### src/rtl/matrix_op_sequencer_if.sv
// Host, operand, path-control and result signals of the matrix op sequencer.
// master: the sequencer itself; slave: host plus add/sub and mul datapaths.
interface matrix_op_sequencer_if #(
    parameter int unsigned N_ELEM = 16,
    parameter int unsigned ELEM_W = 4,
    parameter int unsigned RES_W  = 10
);
    logic                       cmd_valid;
    logic [1:0]                 cmd_op;
    logic                       cmd_ready;
    logic                       din_valid;
    logic [ELEM_W-1:0]          din;
    logic                       din_ready;
    logic [N_ELEM*ELEM_W-1:0]   mat_A;
    logic [N_ELEM*ELEM_W-1:0]   mat_B;
    logic                       path_rst;
    logic                       add_en;
    logic                       sign;
    logic                       mul_en;
    logic                       add_finish;
    logic [N_ELEM*RES_W-1:0]    add_result;
    logic                       mul_finish;
    logic [N_ELEM*RES_W-1:0]    mul_result;
    logic                       res_valid;
    logic [RES_W-1:0]           res_data;
    logic                       res_last;
    logic                       res_ready;
    logic                       err;

    modport master (
        input  cmd_valid, cmd_op, din_valid, din, add_finish, add_result,
               mul_finish, mul_result, res_ready,
        output cmd_ready, din_ready, mat_A, mat_B, path_rst, add_en, sign, mul_en,
               res_valid, res_data, res_last, err
    );

    modport slave (
        output cmd_valid, cmd_op, din_valid, din, add_finish, add_result,
               mul_finish, mul_result, res_ready,
        input  cmd_ready, din_ready, mat_A, mat_B, path_rst, add_en, sign, mul_en,
               res_valid, res_data, res_last, err
    );
endinterface

### src/rtl/matrix_op_sequencer.sv
// Top-level controller for the 4x4 matrix calculator: takes a command, loads operands A and B
// nibble by nibble, resets and launches the selected datapath, waits for it with a timeout,
// then streams the captured 16-element result to the host.
module matrix_op_sequencer #(
    parameter int unsigned N_ELEM  = 16,
    parameter int unsigned ELEM_W  = 4,
    parameter int unsigned RES_W   = 10,
    parameter int unsigned TIMEOUT = 64
) (
    input logic                  clk,
    input logic                  rst,
    matrix_op_sequencer_if.master bus
);
    localparam int unsigned OP_W    = N_ELEM * ELEM_W;
    localparam int unsigned RES_TOT = N_ELEM * RES_W;
    localparam int unsigned IDX_W   = $clog2(N_ELEM);
    localparam int unsigned WCNT_W  = $clog2(TIMEOUT + 1);
    localparam int unsigned OPB_W   = $clog2(OP_W);
    localparam int unsigned RESB_W  = $clog2(RES_TOT);
    localparam logic [IDX_W-1:0]  IDX_LAST  = IDX_W'(N_ELEM - 1);
    localparam logic [WCNT_W-1:0] WCNT_LAST = WCNT_W'(TIMEOUT - 1);
    localparam logic [1:0] OP_SUB = 2'b01;
    localparam logic [1:0] OP_MUL = 2'b10;
    localparam logic [1:0] OP_RSV = 2'b11;

    typedef enum logic [2:0] {
        StIdle, StLoadA, StLoadB, StClear, StLaunch, StWait, StRecover, StDrain
    } state_e;

    state_e              state_q, state_d;
    logic [1:0]          op_q, op_d;
    logic [IDX_W-1:0]    idx_q, idx_d;
    logic [WCNT_W-1:0]   wcnt_q, wcnt_d;
    logic [OP_W-1:0]     mat_a_q, mat_a_d;
    logic [OP_W-1:0]     mat_b_q, mat_b_d;
    logic [RES_TOT-1:0]  cap_q, cap_d;
    logic                err_q, err_d;

    // Element 1 sits in the most significant slot, so the slot position counts down from idx.
    logic [IDX_W-1:0]    slot;
    logic [OPB_W-1:0]    nib_lsb;
    logic [RESB_W-1:0]   res_lsb;
    logic                fin_sel;
    logic [RES_TOT-1:0]  res_sel;

    assign slot    = IDX_LAST - idx_q;
    assign nib_lsb = OPB_W'(ELEM_W) * OPB_W'(slot);
    assign res_lsb = RESB_W'(RES_W) * RESB_W'(slot);
    // Only the launched path is watched; the other path's finish is ignored.
    assign fin_sel = (op_q == OP_MUL) ? bus.mul_finish : bus.add_finish;
    assign res_sel = (op_q == OP_MUL) ? bus.mul_result : bus.add_result;

    // State and datapath registers; synchronous reset aborts any operation in flight.
    always_ff @(posedge clk) begin
        if (rst) begin
            state_q <= StIdle;
            op_q    <= '0;
            idx_q   <= '0;
            wcnt_q  <= '0;
            mat_a_q <= '0;
            mat_b_q <= '0;
            cap_q   <= '0;
            err_q   <= 1'b0;
        end else begin
            state_q <= state_d;
            op_q    <= op_d;
            idx_q   <= idx_d;
            wcnt_q  <= wcnt_d;
            mat_a_q <= mat_a_d;
            mat_b_q <= mat_b_d;
            cap_q   <= cap_d;
            err_q   <= err_d;
        end
    end

    // Next-state: command decode, operand load, wait/timeout and result drain sequencing.
    always_comb begin
        state_d = state_q;
        op_d    = op_q;
        idx_d   = idx_q;
        wcnt_d  = wcnt_q;
        mat_a_d = mat_a_q;
        mat_b_d = mat_b_q;
        cap_d   = cap_q;
        err_d   = 1'b0;
        unique case (state_q)
            StIdle: begin
                if (bus.cmd_valid) begin
                    if (bus.cmd_op == OP_RSV) begin
                        err_d = 1'b1;
                    end else begin
                        op_d    = bus.cmd_op;
                        idx_d   = '0;
                        state_d = StLoadA;
                    end
                end
            end
            StLoadA: begin
                if (bus.din_valid) begin
                    mat_a_d[nib_lsb +: ELEM_W] = bus.din;
                    idx_d = idx_q + 1'b1;
                    if (idx_q == IDX_LAST) begin
                        idx_d   = '0;
                        state_d = StLoadB;
                    end
                end
            end
            StLoadB: begin
                if (bus.din_valid) begin
                    mat_b_d[nib_lsb +: ELEM_W] = bus.din;
                    idx_d = idx_q + 1'b1;
                    if (idx_q == IDX_LAST) begin
                        idx_d   = '0;
                        state_d = StClear;
                    end
                end
            end
            StClear: state_d = StLaunch;
            StLaunch: begin
                wcnt_d  = '0;
                state_d = StWait;
            end
            StWait: begin
                // A finish in the timeout cycle still wins.
                if (fin_sel) begin
                    cap_d   = res_sel;
                    idx_d   = '0;
                    state_d = StDrain;
                end else if (wcnt_q == WCNT_LAST) begin
                    err_d   = 1'b1;
                    state_d = StRecover;
                end else begin
                    wcnt_d = wcnt_q + 1'b1;
                end
            end
            StRecover: state_d = StIdle;
            StDrain: begin
                if (bus.res_ready) begin
                    idx_d = idx_q + 1'b1;
                    if (idx_q == IDX_LAST) begin
                        idx_d   = '0;
                        state_d = StIdle;
                    end
                end
            end
            default: state_d = StIdle;
        endcase
    end

    // Outputs decoded from state; all forced low while rst is asserted.
    always_comb begin
        bus.cmd_ready = 1'b0;
        bus.din_ready = 1'b0;
        bus.path_rst  = 1'b0;
        bus.add_en    = 1'b0;
        bus.mul_en    = 1'b0;
        bus.sign      = 1'b0;
        bus.res_valid = 1'b0;
        bus.res_data  = '0;
        bus.res_last  = 1'b0;
        bus.err       = err_q & ~rst;
        bus.mat_A     = mat_a_q;
        bus.mat_B     = mat_b_q;
        if (!rst) begin
            unique case (state_q)
                StIdle:             bus.cmd_ready = 1'b1;
                StLoadA, StLoadB:   bus.din_ready = 1'b1;
                StClear, StRecover: bus.path_rst  = 1'b1;
                StLaunch: begin
                    bus.add_en = (op_q != OP_MUL);
                    bus.mul_en = (op_q == OP_MUL);
                    bus.sign   = (op_q == OP_SUB);
                end
                StWait: bus.sign = (op_q == OP_SUB);
                StDrain: begin
                    bus.res_valid = 1'b1;
                    bus.res_data  = cap_q[res_lsb +: RES_W];
                    bus.res_last  = (idx_q == IDX_LAST);
                end
                default: ;
            endcase
        end
    end
endmodule

### src/flat_wrapper.sv
// flat-port wrapper written by rule: the top's interface ports become plain ports
module matrix_op_sequencer_flat 
#(
    parameter int unsigned N_ELEM  = 16,
    parameter int unsigned ELEM_W  = 4,
    parameter int unsigned RES_W   = 10,
    parameter int unsigned TIMEOUT = 64
)
  (clk, rst, bus_cmd_valid, bus_cmd_op, bus_din_valid, bus_din, bus_add_finish, bus_add_result, bus_mul_finish, bus_mul_result, bus_res_ready, bus_cmd_ready, bus_din_ready, bus_mat_A, bus_mat_B, bus_path_rst, bus_add_en, bus_sign, bus_mul_en, bus_res_valid, bus_res_data, bus_res_last, bus_err);
  matrix_op_sequencer_if #(.N_ELEM(N_ELEM), .ELEM_W(ELEM_W), .RES_W(RES_W)) bus_i ();
  input logic clk;
  input logic rst;
  input wire logic [$bits(bus_i.cmd_valid)-1:0] bus_cmd_valid;
  input wire logic [$bits(bus_i.cmd_op)-1:0] bus_cmd_op;
  input wire logic [$bits(bus_i.din_valid)-1:0] bus_din_valid;
  input wire logic [$bits(bus_i.din)-1:0] bus_din;
  input wire logic [$bits(bus_i.add_finish)-1:0] bus_add_finish;
  input wire logic [$bits(bus_i.add_result)-1:0] bus_add_result;
  input wire logic [$bits(bus_i.mul_finish)-1:0] bus_mul_finish;
  input wire logic [$bits(bus_i.mul_result)-1:0] bus_mul_result;
  input wire logic [$bits(bus_i.res_ready)-1:0] bus_res_ready;
  output wire logic [$bits(bus_i.cmd_ready)-1:0] bus_cmd_ready;
  output wire logic [$bits(bus_i.din_ready)-1:0] bus_din_ready;
  output wire logic [$bits(bus_i.mat_A)-1:0] bus_mat_A;
  output wire logic [$bits(bus_i.mat_B)-1:0] bus_mat_B;
  output wire logic [$bits(bus_i.path_rst)-1:0] bus_path_rst;
  output wire logic [$bits(bus_i.add_en)-1:0] bus_add_en;
  output wire logic [$bits(bus_i.sign)-1:0] bus_sign;
  output wire logic [$bits(bus_i.mul_en)-1:0] bus_mul_en;
  output wire logic [$bits(bus_i.res_valid)-1:0] bus_res_valid;
  output wire logic [$bits(bus_i.res_data)-1:0] bus_res_data;
  output wire logic [$bits(bus_i.res_last)-1:0] bus_res_last;
  output wire logic [$bits(bus_i.err)-1:0] bus_err;
  assign bus_i.cmd_valid = bus_cmd_valid;
  assign bus_i.cmd_op = bus_cmd_op;
  assign bus_i.din_valid = bus_din_valid;
  assign bus_i.din = bus_din;
  assign bus_i.add_finish = bus_add_finish;
  assign bus_i.add_result = bus_add_result;
  assign bus_i.mul_finish = bus_mul_finish;
  assign bus_i.mul_result = bus_mul_result;
  assign bus_i.res_ready = bus_res_ready;
  assign bus_cmd_ready = bus_i.cmd_ready;
  assign bus_din_ready = bus_i.din_ready;
  assign bus_mat_A = bus_i.mat_A;
  assign bus_mat_B = bus_i.mat_B;
  assign bus_path_rst = bus_i.path_rst;
  assign bus_add_en = bus_i.add_en;
  assign bus_sign = bus_i.sign;
  assign bus_mul_en = bus_i.mul_en;
  assign bus_res_valid = bus_i.res_valid;
  assign bus_res_data = bus_i.res_data;
  assign bus_res_last = bus_i.res_last;
  assign bus_err = bus_i.err;
  matrix_op_sequencer #(.N_ELEM(N_ELEM), .ELEM_W(ELEM_W), .RES_W(RES_W), .TIMEOUT(TIMEOUT)) u_core (.clk(clk), .rst(rst), .bus(bus_i));
endmodule
### config.mk
export PLATFORM = sky130hd
export DESIGN_NAME = matrix_op_sequencer_flat
export DESIGN_NICKNAME = d
export VERILOG_FILES = /design/src/rtl/matrix_op_sequencer_if.sv /design/src/rtl/matrix_op_sequencer.sv /design/src/flat_wrapper.sv
export SDC_FILE = /design/constraint.sdc
export NUM_CORES = 1
export LEC_CHECK = 0
export CORE_AREA = 2 2 187 189
export CTS_BUF_LIST = sky130_fd_sc_hd__clkbuf_8
export CTS_CLUSTER_DIAMETER = 100
export DETAILED_ROUTE_END_ITERATION = 16
export DIE_AREA = 0 0 189 191
export PLACE_DENSITY = 0.74
export SYNTH_ARGS = -nofsm -noshare
export SYNTH_HDL_FRONTEND = slang
export SYNTH_SLANG_ARGS = --single-unit
### constraint.sdc
create_clock -name clk -period 3 [get_ports clk]
set_input_delay 0.75 -clock clk [delete_from_list [all_inputs] [get_ports clk]]
set_output_delay 0.75 -clock clk [all_outputs]
set_load 0.05 [all_outputs]
==> results of run 1 <==
-- layer usage --
layer  track usage  vias up
li1              -     6598
met1         0.357     6742
met2         0.500      744
met3        0.0628      113
met4         0.132        0
met5             0        -
-- what timing repair did --
| action | CTS | global route |
|---|---|---|
| gates cloned | 3 | 0 |
| gates resized for setup | 37 | 7 |
| pin swaps | 3 | 1 |
| buffers inserted | 5 | 2 |
| endpoints found under the setup margin | 11 | 11 |
-- layout make-up --
type                    count  area share
diodes                     10     0.00121
clock buffers              60      0.0398
clock inverters            21     0.00572
inverters                   4    0.000723
multi-input cells        1164       0.366
flip-flops and latches    305       0.294
well taps                 455      0.0274
repair buffers            536       0.265
-- power groups by stage --
| stage | sequential, mW | clock (mW) | combinational, mW |
|---|---|---|---|
| detailed placement | 4.29 | 0 | 2.18 |
| finish | 4.20 | 3.53 | 2.38 |
| global route | 4.20 | 3.76 | 2.58 |
| global placement | 4.29 | 0 | 2.14 |
| CTS | 4.20 | 3.57 | 2.39 |
| floorplan | 4.27 | 0 | 1.34 |
-- synthesized netlist by cell type, types with 4 or more instances --
cell      number
o21ai_0        6
dfxtp_1      305
a311oi_1     161
nor2_2        14
ha_1           4
mux4_2        49
nand3b_1       4
a21oi_1       18
nor2_1       300
mux2i_1      126
buf_6          8
nand2b_1      10
nor2_4         4
nor4_1         5
buf_2         38
and2_1        25
nand2_1      345
clkbuf_1      85
nor3_1        11
nand3_1       23
o31ai_1        4
inv_1          4
buf_1          6
-- worst max-delay path, stage by stage, from the launching register on --
cell,delay (ns)
dfxtp_4,0.41
buf_12,0.13
buf_16,0.12
mux4_2,0.50
mux4_2,0.49
and2_4,0.18
buf_6,0.15
-- metrics by stage --
step | instance area, um2 | TNS, ns | utilization | power [mW] | setup slack [ns]
finish | 20800 | -2.89 | 0.609 | 10.1 | -0.333
global route | 20800 | -3.48 | 0.608 | 10.5 | -0.388
CTS | 20700 | -3.06 | 0.607 | 10.2 | -0.350
detailed placement | 19500 | 0 | 0.572 | 6.47 | 0.139
global placement | 19500 | 0 | 0.572 | 6.43 | 0.182
floorplan | 14300 | -0.706 | - | 5.61 | -0.353
-- final timing paths --
| path | from | endpoint | slack [ns] | cells after the start |
|---|---|---|---|---|
| worst max-delay path | u_core.idx_q[0]$_SDFFE_PP0P_ | bus_res_data[0] | -0.33 | 6 |
| worst min register to register | u_core.wcnt_q[6]$_SDFFE_PP0P_ | u_core.wcnt_q[6]$_SDFFE_PP0P_ | 0.45 | 2 |
| worst min-delay path | u_core.wcnt_q[6]$_SDFFE_PP0P_ | u_core.wcnt_q[6]$_SDFFE_PP0P_ | 0.45 | 2 |
| worst max register to register | u_core.idx_q[0]$_SDFFE_PP0P_ | u_core.bus.mat_A[48]$_SDFFE_PP0P_ | 0.28 | 10 |
-- sequential cells by signal, summed over array words and instances, names as in the netlist --
signal	count
u_core.state_q	3
u_core.bus.mat_B	64
u_core.err_q	1
u_core.idx_q	4
u_core.bus.mat_A	64
u_core.op_q	2
u_core.wcnt_q	7
u_core.cap_q	160
-- logic make-up after synthesis --
family	count (synthesis)	share of synthesized area
AOI/OAI and AO/OA	210	0.122
xor gates and xnor gates	5	0.00412
adders and majority gates	4	0.00351
buffers and inverters	143	0.0457
DFF	305	0.428
muxes	175	0.166
and+or+nand+nor	770	0.230
==> summary.txt, run 1 <==
Synthesis
  • Post-synthesis async set-or-reset flop share: 0
  • Synthesized net count: 1,949
  • Mapped Area: 14,300 um2
  • Synth Flop Type: dfxtp_1
  • Yosys top cell area share: 0.428
  • Ys Warns: 0
  • Area contributors post-synth: dfxtp_1 43%, a311oi_1 9.9%, nand2_1 9.1%, mux2i_1 8.8%, nor2_1 7.9%
  • Register area share after synthesis: 0.428
  • Cells after synthesis: 1,612
  • EDFF count, synth: 0
  • Flop and latch count out of synthesis: 305
  • Syn avg cell area: 8.85 um2
  • Yosys cell types: 61
  • Cell taking the most area after synthesis: dfxtp_1

Timing
  • Worst Tran Pin Value: 0.829 ns
  • Max-slew violation count: 0
  • Slew HR: 0.447
  • Setup-failing EPs final: 10
  • Fin crit share: 1.11
  • Worst hold slack: 0.454 ns
  • RSZ-0062 raised after global routing: true
  • Final hold violations: 0
  • Minimum clock period: 3.33 ns
  • Final worst setup slack: -0.333 ns
  • Setup Skew: 0.0443 ns
  • Fmax: 0.300 GHz

Global routing
  • Largest net degree at the start of global routing: 161
  • First-pass GRT wire length: 81,500 um
  • Grt ovf: 0
  • Initial antenna violation count: 10
  • Number of global-route vias before repair: 13,908
  • Gr usage total: 0.294

Setup path
  • Crit path DAT: 2.58 ns
  • Required time worst endpoint: 2.25 ns
  • Critical Path Start Type: register
  • WS Path Type: reg2out
  • CP max FO: 5
  • Setup crit end kind: output pin

Power and ir drop
  • Sequential share of power: 0.415
  • Peak VDD IR: 0.000322 V
  • Sw Ratio: 0.298
  • Switching power: 3.01 mW
  • Clock power share: 0.349
  • Pwr Density: 487 nW/um2
  • Int Power: 7.10 mW
  • Comb pwr share: 0.236
  • Leak Pwr: 7.46 nW

Die
  • Die Y: 191 um
  • Total Die Area: 36,100 um2
  • I/O pins: 480
  • Die W: 189 um
  • Core Area: 34,100 um2
  • FP Rows: 68
  • Starting Density: 0.418

Job
  • Maxcap violations: 0

Status
  • Status: finished with violations
  • Failing checks: negative setup slack

Placed design
  • Dpl hpwl: 41,700 um
  • Buffers on Ports: 479
  • RePlAce Congestion: 0.902
  • Inst Count DP: 2,455

Final layout
  • Non-filler cells, final: 2,555
  • Share of cells above drive strength 1: 0.119
  • Final net count: 2,398
  • Layout fillers: 2,888
  • Commonest non-fill, non-tap cell in the layout: clkdlybuf4s50_1
  • Most frequent cells in the layout: 459 x clkdlybuf4s50_1, 345 x nand2_1, 303 x dfxtp_1
  • Multi-input gate area: 7590 um2
  • Area delta synth->final: 45.6%
  • Sequential Area: 6110 um2

Drt
  • Max Used Layer: met4
  • First-pass DRT Iterations: 5
  • DRT Wirelength: 54,600 um
  • Met3 routed WL: 4640 um
  • Met2 wire length: 26,200 um
  • DR iter-0 viols: 1,225
  • DR vias/cell: 5.56
  • Routed via count: 14,197
  • WL/cell: 21.4 um
  • DRC: 0
  • Final antenna-violating net count: 0
  • Metal-1 WL: 21,400 um

Hold path
  • Hold Path Class: reg2reg

Clocking
  • TritonCTS Buffers: 50
  • Hold-fix buffers, CTS: 0
  • CTS root buffer: clkbuf_8
  • H-tree levels: 2
  • CTS tree: done
  • Clk slew on worst S/H paths: 0.06 ns
  • Clock Tree Buf Depth: 3
  • Clk sinks: 305
  • Skew-Pair Late Insertion Delay: 0.60 ns
Power figures use the tool's default switching activity.
==> run 2, diff against run 1 <==
--- a/config.mk
+++ b/config.mk
@@ -10,6 +10,7 @@
 export CTS_CLUSTER_DIAMETER = 100
 export DETAILED_ROUTE_END_ITERATION = 16
 export DIE_AREA = 0 0 189 191
+export HOLD_SLACK_MARGIN = 0.02
 export PLACE_DENSITY = 0.74
 export SYNTH_ARGS = -nofsm -noshare
 export SYNTH_HDL_FRONTEND = slang
==> results of run 2 <==
No change in the layout: final DEF, timing and power equal those of run 1.
==> patch, RTL diff (config.mk and constraints of run 2) <==
One comparison of `wcnt_q` changes from == to >=.
--- a/src/rtl/matrix_op_sequencer.sv
+++ b/src/rtl/matrix_op_sequencer.sv
@@ -128,3 +128,3 @@
                     state_d = StDrain;
-                end else if (wcnt_q == WCNT_LAST) begin
+                end else if (wcnt_q >= WCNT_LAST) begin
                     err_d   = 1'b1;
Function: same outputs for any inputs over 4 cycles, from zero or initial values and one cycle with rst high; that may be too few to reach the edited logic, so the function may still have changed.
==> patch against run 2 <==
  * The run still ends with negative setup slack left
  * Setup slack hardly changed
  * Sequential share of layout area is 0.32 points lower
  * Cell count is 1.8% higher
  * Count of clock-buffer cells in the layout is 3 higher
  * Sequential cell count stayed put
  * Design area is 1.1% higher
  * Combinational power is 2% higher
  * Hold slack worse by 0.062 ns
  * Synthesized area is 0.37% higher
  * Routed wire length is 0.29% higher
  * Register-to-register slack worse by 0.02 ns
  * Power is 2.2% higher
  * Critical path depth is 1 lower
==> patch: results (changes against run 2) <==
Setup path
  – CP peak stage delay: 0.54 ns (was 0.50 ns)
  – CP delay by family, top: multiplexers (unchanged)
  – Slowest CP cell: mux4_2 (unchanged)
  – Worst-path maximum fanout: 6 (was 5)

Finish
  – Fin nets: 2,434 (was 2,398)
  – Clk tree area frac: 4.86% (was 4.55%)
  – Largest Register: u_core.cap_q (unchanged)
  – Layout non-clock buf frac: 26.6% (was 26.5%)
  – Multi-input logic area: 7660 um2 (was 7590 um2)
  – Clock buf count: 63 (was 60)
  – Inverters: 7 (was 4)
  – Share of cells above drive strength 1: 11.8% (was 11.9%)
  – Antenna diodes: 9 (was 10)
  – Fillers: 2,890 (was 2,888)
  – Non-clock buffers: 545 (was 536)
  – Fraction of area in registers: 29.1% (was 29.4%)
  – Comb_multi_in: 1,187 (was 1,164)

CTS
  – CTS Buf Count: 51 (was 50)
  – Clock transition at path regs: 0.07 ns

Route
  – Iter 0 DRT Violations: 1,181 (was 1,225)
  – Final WL: 54,800 um (was 54,600 um)
  – Wire length per cell: 21.1 um (was 21.4 um)
  – Via density per instance: 5.58 (was 5.56)

STA
  – Clock skew: 0.0305 ns (was 0.0443 ns)
  – Final setup vio count: 10 (unchanged)
  – Least-Margin Pin Slew: 0.932 ns (was 0.829 ns)
  – Final setup margin: -0.333 ns (about the same)

Yosys
  – Syn avg cell area: 8.68 um2 (was 8.85 um2)
  – Most used DFF post-synth: dfxtp_1 (unchanged)
  – Syn Nets: 1,986 (was 1,949)
  – Commonest cells in the netlist: nand2_1 (339), dfxtp_1 (305), nor2_1 (286) (was nand2_1 (345), dfxtp_1 (305), nor2_1 (300))
  – Netlist cell types: 60 (was 61)
  – Sequential-to-total area share from yosys stat: 42.7% (was 42.8%)
  – Number of flops mapped to enable cells by yosys: 0 (unchanged)
  – Synth Warn #: 0 (unchanged)
  – Main area contributors after synthesis: dfxtp_1 (43%), a311oi_1 (9.9%), nand2_1 (8.9%) (was dfxtp_1 (43%), a311oi_1 (9.9%), nand2_1 (9.1%))

Run status
  – Violated checks: negative setup slack (unchanged)
  – Run status: finished with violations (unchanged)

Placement
  – Final Wtd Congestion: 0.969 (was 0.902)
  – Placement Setup Slack: 0.144 ns (was 0.139 ns)
  – Placed Cells: 2,494 (was 2,455)
  – Detailed Place HPWL: 41,200 um (was 41,700 um)

Hold path
  – HP Class: in2reg (was reg2reg)

Global route
  – Total GRT Usage: 29.4% (about the same)
  – First-pass GRT wire length: 81,800 um (was 81,500 um)
  – Antenna violations before repair: 10 (unchanged)
  – Vias in the first global route: 13,900 (about the same)

Power
  – Leak Pwr: 0.00745 uW (was 0.00746 uW)
  – IR drop worst, VDD: 391 uV (was 322 uV)
==> patch: changes by cell type after synthesis, moves of 14 or more <==
| cell | delta |
|---|---|
| nor2_1 | -14 |
| a21oi_1 | +24 |
| nor2_2 | -14 |
| o21ai_0 | +32 |
| clkbuf_1 | +15 |
| mux2i_1 | -20 |
==> patch: report_power, final <==
part	internal (uW)	total [uW]	switching (uW)
sequential	4130	4220	86.6
combinational	1070	2430	1350
clock	1980	3690	1720
total	7180	10300	3160
==> patch: repair_timing <==
item,in CTS,in global routing
cloned,1,0
resized for setup,16,2
buffers inserted,4,1
hold endpoints to repair,0,0
pin swaps,2,2
setup endpoints to repair,11,11
==> patch: final timing paths <==
check	cells after the start	slack, ns	end	startpoint
worst min register to register	1	0.47	u_core.wcnt_q[6]$_SDFFE_PP0P_	u_core.wcnt_q[6]$_SDFFE_PP0P_
worst max-delay path	5	-0.33	bus_res_data[4]	u_core.idx_q[0]$_SDFFE_PP0P_
worst min-delay path	2	0.39	u_core.idx_q[3]$_SDFFE_PP0P_	rst
worst max register to register	9	0.26	u_core.bus.mat_A[42]$_SDFFE_PP0P_	u_core.idx_q[0]$_SDFFE_PP0P_
==> patch: per-layer routing <==
metal	vias to the layer above	global-route usage, %	part of all wire, %	routed length (um)
li1	6766	-	-	-
met1	6952	38.2	42	22900
met2	681	48.8	48	26200
met3	125	4.52	6.7	3680
met4	0	11.9	3.7	2040
met5	-	0	0	0
==> patch: kinds of logic after synthesis <==
family,share of synthesized area [%]
compound gates,14.3
xor+xnor,0.245
fa+ha+maj,0.420
buf+inv,4.60
flops,42.7
mux,15.2
simple gates,22.6
==> patch: metrics by stage <==
step	instance area [um2]	TNS, ns
floorplan	14300	-0.766
global placement	19800	0
detailed placement	19800	0
CTS	21000	-3.62
global route	21000	-3.54
finish	21000	-2.87
